<file path="config.mk">
export PLATFORM = sky130hd
export DESIGN_NAME = meansq_acc
export DESIGN_NICKNAME = d
export VERILOG_FILES = /design/src/rtl/meansq_acc_pkg.sv /design/src/rtl/meansq_acc.sv
export SDC_FILE = /design/constraint.sdc
export NUM_CORES = 1
export LEC_CHECK = 0
export CORE_ASPECT_RATIO = 1.75
export CORE_MARGIN = 3
export CORE_UTILIZATION = 35
export CTS_CLUSTER_DIAMETER = 60
export CTS_CLUSTER_SIZE = 24
export DETAILED_ROUTE_END_ITERATION = 6
export PLACE_DENSITY = 0.5
export RECOVER_POWER = 25
export REMOVE_ABC_BUFFERS = 1
export SYNTH_ARGS = -nofsm -noshare
export SYNTH_HDL_FRONTEND = slang
export SYNTH_SLANG_ARGS = --single-unit
export TNS_END_PERCENT = 20
</file>
<file path="constraint.sdc">
create_clock -name clk -period 8.19 [get_ports clk]
set_input_delay 1.638 -clock clk [delete_from_list [all_inputs] [get_ports clk]]
set_output_delay 1.638 -clock clk [all_outputs]
set_load 0.005 [all_outputs]
</file>
<file path="src/rtl/meansq_acc_pkg.sv">
// Shared fixed-point constants and the mean-square accumulator state encoding.
package meansq_acc_pkg;
    localparam int WIDTH_DEF = 16;
    localparam int FBITS_DEF = 8;
    localparam int LOG2N_DEF = 3;

    typedef enum logic [1:0] {
        ACC   = 2'd0,
        DRAIN = 2'd1,
        START = 2'd2,
        WAIT  = 2'd3
    } ms_state_e;
endpackage

</file>
<file path="src/rtl/meansq_acc.sv">
// Accumulates squares of N samples and hands mean square (Q format) to a sqrt stage.
// Latency: radicand registered 3 cycles after the Nth accepted sample.
// Backpressure: in_ready low from Nth acceptance until the cycle after sq_valid; START holds while sq_busy.
module meansq_acc
    import meansq_acc_pkg::*;
#(
    parameter int WIDTH = WIDTH_DEF,
    parameter int FBITS = FBITS_DEF,
    parameter int LOG2N = LOG2N_DEF
) (
    input  logic             clk,
    input  logic             rst_n,
    input  logic             in_valid,
    input  logic [WIDTH-1:0] in_data,
    output logic             in_ready,
    output logic             sq_start,
    output logic [WIDTH-1:0] sq_rad,
    input  logic             sq_busy,
    input  logic             sq_valid
);
    localparam int N  = 1 << LOG2N;
    localparam int AW = 2 * WIDTH + LOG2N;

    ms_state_e state, nxt;

    logic [LOG2N:0]          cnt;
    logic [LOG2N:0]          acc_cnt;
    logic [2*WIDTH-1:0]      prod;
    logic                    prod_vld;
    logic [AW-1:0]           acc;
    logic [WIDTH-1:0]        rad_q;
    logic                    accept;
    logic                    acc_done;
    logic                    clear;
    logic signed [2*WIDTH-1:0] sq_full;
    logic [AW-1:0]           shifted;
    logic [WIDTH-1:0]        rad_sat;

    assign accept   = in_valid && in_ready;
    assign sq_full  = $signed(in_data) * $signed(in_data);
    assign acc_done = (acc_cnt == (LOG2N+1)'(N));

    // mean = acc >> LOG2N, then drop the fractional bits: one combined truncating shift
    assign shifted  = acc >> (LOG2N + FBITS);
    assign rad_sat  = (|shifted[AW-1:WIDTH]) ? '1 : shifted[WIDTH-1:0];
    assign sq_rad   = rad_q;

    always_comb begin
        nxt      = state;
        in_ready = 1'b0;
        sq_start = 1'b0;
        clear    = 1'b0;
        case (state)
            ACC: begin
                in_ready = 1'b1;
                if (accept && cnt == (LOG2N+1)'(N - 1))
                    nxt = DRAIN;
            end
            DRAIN: begin
                if (acc_done)
                    nxt = START;
            end
            START: begin
                if (!sq_busy) begin
                    sq_start = rst_n;
                    nxt      = WAIT;
                end
            end
            WAIT: begin
                if (sq_valid) begin
                    clear = 1'b1;
                    nxt   = ACC;
                end
            end
            default: nxt = ACC;
        endcase
    end

    always_ff @(posedge clk) begin
        if (!rst_n) begin
            state    <= ACC;
            cnt      <= '0;
            acc_cnt  <= '0;
            prod     <= '0;
            prod_vld <= 1'b0;
            acc      <= '0;
            rad_q    <= '0;
        end else begin
            state    <= nxt;
            prod_vld <= accept;
            if (accept) begin
                cnt  <= cnt + 1'b1;
                prod <= sq_full;
            end
            if (prod_vld) begin
                acc     <= acc + AW'(prod);
                acc_cnt <= acc_cnt + 1'b1;
            end
            if (state == DRAIN && acc_done)
                rad_q <= rad_sat;
            if (clear) begin
                cnt      <= '0;
                acc_cnt  <= '0;
                acc      <= '0;
                prod_vld <= 1'b0;
            end
        end
    end
endmodule

</file>
Word-level counts from Yosys, hierarchy flattened
Cells that the tools add are included.
- bits in registers: 94
- logic and storage cells: 39
- output and inout port bits: 18
- bits of input ports: 21
- bitwise logic cells: 1
- add/sub/neg operators: 3
- reductions and logical operators: 7
- mux-type cells: 11
- multipliers: 1
- equal/unequal tests: 9
- operators by type and width (kind ; count):
    $add 35x32->35 ; 1
    $mul 16x16->32 ; 1
    $mux 16 ; 1
    $add 4x1->4 const B ; 2
    $mux 2 ; 4
    $ne 2x2->1 const B ; 4
    $pmux 2 s4 ; 1
    $reduce_or 8->1 ; 1
    $mux 1 ; 5
    $eq 2x2->1 const B ; 2
    $eq 4x3->1 const B ; 1
    $eq 4x4->1 const B ; 1
    $reduce_and 4->1 ; 1
    $logic_and 1x1->1 ; 3
    $eq 2x1->1 const B ; 1
    $logic_not 2->1 ; 1
    $reduce_or 2->1 ; 1
    $not 1->1 ; 1

Logic depth before layout (Yosys ltp)
Gate-level depths: netlist (run 1).
- depth in word-level cells: 6
- gate-level depth with buffers: 26
- gate-level depth less buffers: 24

Worst setup path before layout (run 1)
No wires, ideal clock.
- path kind: input port to flip-flop
- start point: in in_data[3]
- end point: reg prod[31]
- arrival time: 7.319 ns
- required time: 8.128 ns
- setup slack: 0.809 ns
- setup time: 0.062 ns
- buffers on the path: 2
- stages on the path: 24
- cell sequence: clkbuf_1 > clkinv_1 > nor2_1 > ha_1 > xor2_1 > fa_1 > fa_1 > inv_1 > fa_1 > fa_1 > inv_1 > fa_1 > inv_1 > ha_1 > clkbuf_1 > nand3_1 > nor2_1 > o31ai_1 > and4_1 > o21bai_1 > o31ai_1 > o21ai_0 > or3_1 > nand3_1
- word-level cells in the longest chain between the ends: 1
- ends and longest elaborated chain (what ; RTL line ; source):
    start: declaration ; meansq_acc.sv:14 ; input logic [WIDTH-1:0] in_data,
    $mul 16x16->32 ; meansq_acc.sv:40 ; assign sq_full = $signed(in_data) * $signed(in_data);
    end signal: assignment ; meansq_acc.sv:93 ; prod <= sq_full;
    end: declaration ; meansq_acc.sv:28 ; logic [2*WIDTH-1:0] prod;
Every way passes these cells.
A chain may end at the register's enable or synchronous reset.

Worst setup path in the final report (run 1)
- start point: in in_data[10]
- end point: reg prod[31]
The elaborated chain is that of the path after synthesis.

==> key figures, run 1 <==
Outcome
  – Status: complete, but fails checks
  – Failing checks: max-capacitance violations, max-slew violations

Clock tree
  – Clock Tree Buf Depth: 2
  – CTS HTree Levels: 3
  – Skew-Pair Late Insertion Delay: 0.36 ns
  – Clock Pin Slew Worst Setup and Hold Paths: 0.07 ns
  – CTS tree: built
  – Clock sink count: 93
  – Post_cts resized: 0
  – CTS Buf Count: 9
  – CTS root buffer: clkbuf_16
  – CTS Hold Bufs: 0
  – Post-CTS Setup Repair Bufs: 0

Hold path
  – HP Start: prod[0]$_SDFFE_PN0P_
  – Worst Hold Class: reg2reg
  – Worst hold path depth: 2
  – Hold Path Sink: prod[0]$_SDFFE_PN0P_

Layout
  – Final instance area: 0.0156 sq mm
  – Nets: 2010
  – Commonest non-fill, non-tap cell in the layout: inv_1
  – Layout cells sized above 1: 6.94%
  – Final core occ: 39.7%
  – # diodes: 0
  – Layout area overhead: 11.9%
  – Most frequent cells in the layout: inv_1 (350), fa_1 (237), nand2_1 (139)

Worst setup path
  – Cell Chain, Critical Path: clkdlybuf4s50_1, nand2_1, inv_1, fa_1, inv_1, fa_1, fa_1, inv_1, fa_1, fa_1, inv_1, fa_1, inv_1, ha_1, a21oi_1, nor2_1, o31ai_1, and4_1, o21bai_1, o31ai_1, o21ai_0, or3_1, nand3_1
  – Crit path max fanout: 11
  – Crit start category: input pin
  – Buffers and inverters on the worst path: 6
  – Critical Path RT: 8.48 ns
  – CP Class: in2reg
  – Setup crit start: in_data[10]
  – Max incr delay on CP: 0.87 ns
  – Critical Path AT: 8.13 ns
  – RR Endpoint: acc[34]$_SDFFE_PP0P_
  – Worst r2r path cells: 10
  – Worst path slowest cell: clkdlybuf4s50_1
  – Reg2reg start: acc[3]$_SDFFE_PP0P_
  – R2R Setup Slk: 5.03 ns
  – Worst setup EP type: flop
  – Delay-heaviest family, CP: adder cells
  – Crit-path most repeated cell: fa_1

GRT
  – GR Overflow Total: 0
  – First-pass GRT wire length: 55.3 mm
  – Initial antenna violation count: 0
  – Number of global-route vias before repair: 11000
  – Tot GR Track Use: 16.3%
  – Largest net degree at the start of global routing: 53

Timing
  – Final slew viol count: 87
  – Clk_skew: 0.00871 ns
  – Final setup viols: 0
  – Fmax: 0.128 GHz
  – Tcrit/Tclk final: 95.7%
  – Hold Fails Final Rpt: 0
  – Clock period minus worst slack: 7.84 ns
  – RSZ-0062 raised after global routing: no
  – Relative slew slack: -41.2%
  – Setup TNS: 0 ns
  – Slew of the pin with the lowest slew margin: 2.12 ns

Synthesis
  – Post-synth top area cell: fa_1
  – Cell count after synthesis: 1558
  – Avg Inst Size Synth: 8.92 sq um
  – Yosys cell types: 63
  – Seq/Total Area, Yosys: 13.4%
  – Main synth FF type: dfxtp_1
  – Yosys warns: 0
  – Yosys top cell area share: 34.1%
  – Largest cells by area after synthesis: fa_1 (34%), dfxtp_1 (13%), ha_1 (12%)
  – Number of synthesized flops with an enable pin: 0
  – Async SR Flop Fraction: 0%
  – FF+latch count, synth: 93
  – Synthesized cell area: 0.0139 sq mm

Place
  – Gpl congestion: 0.840
  – Placed instance area: 0.0152 sq mm
  – DP HPWL: 28.5 mm
  – Port-buffer cells: 38

Detailed routing
  – Drt drc: 0
  – Via/cell ratio: 4.79
  – DRT Wirelength: 32.8 mm
  – Routed wire per std cell: 15.5 microns
  – Starting DRT DRC Count: 269
  – DRT Pass-1 Iters: 4
  – Vias: 10100
  – Post-DRT Antenna Nets: 0

Run
  – Max Cap Viol: 2

Floorplan
  – Die Y: 270 microns
  – Starting Density: 35.5%
  – Core Box Area: 0.0392 sq mm
  – Die Footprint: 0.0422 sq mm
  – Row Count: 96
  – Boundary pin count: 39
  – DIE WIDTH: 157 microns
-- per-layer routing --
layer / share of wire (%) / global-route usage (%)
met3: 1.5 / 1.17
met1: 40 / 18.1
met5: 0 / 0
met4: 3.5 / 6.48
met2: 55 / 31.4
-- worst min-delay path: cells and delay by family (launching register included) --
kind	cells	cell delay, ns
AO/OA/AOI/OAI	1	0.06
flip-flops	1	0.31
AND/OR/NAND/NOR	1	0.05
-- stage by stage --
stage                     worst slack (ns)  instances  hold slack, ns
after floorplan                       1.21       1510           0.448
after global placement              0.0239       2102           0.464
after detailed placement           -0.0276       2102           0.470
after CTS                            0.355       2118           0.479
after global routing                0.0637       2118           0.501
final                                0.350       2118           0.478
-- cell usage after synthesis, types with 11 or more instances --
cell type	n
a31oi_1	11
a21o_1	25
clkbuf_1	46
nand3_1	32
and3_1	11
ha_1	129
nor2_1	93
a21oi_1	49
nand2_1	139
o221a_2	16
dfxtp_1	93
o21ai_0	61
and2_1	45
fa_1	237
inv_1	350
xnor2_1	37
xor2_1	30
mux2i_1	19
-- worst max path at each step --
| stage | endpoint | slack (ns) | cells after the start |
|---|---|---|---|
| 2_1_floorplan | prod[31]$_SDFFE_PN0P_ | 1.21 | 22 |
| 3_3_place_gp | prod[31]$_SDFFE_PN0P_ | 0.02 | 21 |
| 3_5_place_dp | prod[31]$_SDFFE_PN0P_ | -0.03 | 21 |
| 4_1_cts | prod[31]$_SDFFE_PN0P_ | 0.36 | 23 |
| 5_1_grt | prod[31]$_SDFFE_PN0P_ | 0.06 | 23 |
| 6_report | prod[31]$_SDFFE_PN0P_ | 0.35 | 23 |
-- cell type report --
| class | count | area [sq um] |
|---|---|---|
| clock buffer | 9 | 225 |
| clock inverter | 7 | 121 |
| fill | 4016 | 23600 |
| inverter | 352 | 1320 |
| multi-input combinational | 1065 | 10500 |
| sequential | 93 | 1860 |
| tap | 490 | 613 |
| timing repair buffer | 102 | 877 |
-- logic make-up (layout without fill, tap and decap cells) --
kind of cell	after synthesis	after routing	synth area share, %
xor+xnor	67	67	4.22
simple gates	389	389	13.3
compound gates	224	224	11.1
flops	93	93	13.4
buf+inv	400	470	10.8
fa+ha+maj	366	366	45.8
mux	19	19	1.37
-- state kept, by name, summed over array words and instances, names as in the netlist --
| signal | cells |
|---|---|
| cnt | 4 |
| state | 2 |
| acc | 35 |
| acc_cnt | 4 |
| prod_vld | 1 |
| sq_rad | 16 |
| prod | 31 |
Power of run 1 is not shown: default switching activity piles up to over one toggle a cycle in this logic, so the estimate is an artifact.
==> run 2, diff against run 1 <==
- CAP_MARGIN: not set -> 5
- SKIP_CTS_REPAIR_TIMING: not set -> 1
==> results of run 2 <==
Final layout, timing and power as in run 1 (identical DEF).
Power of run 2 is left out for the same reason.
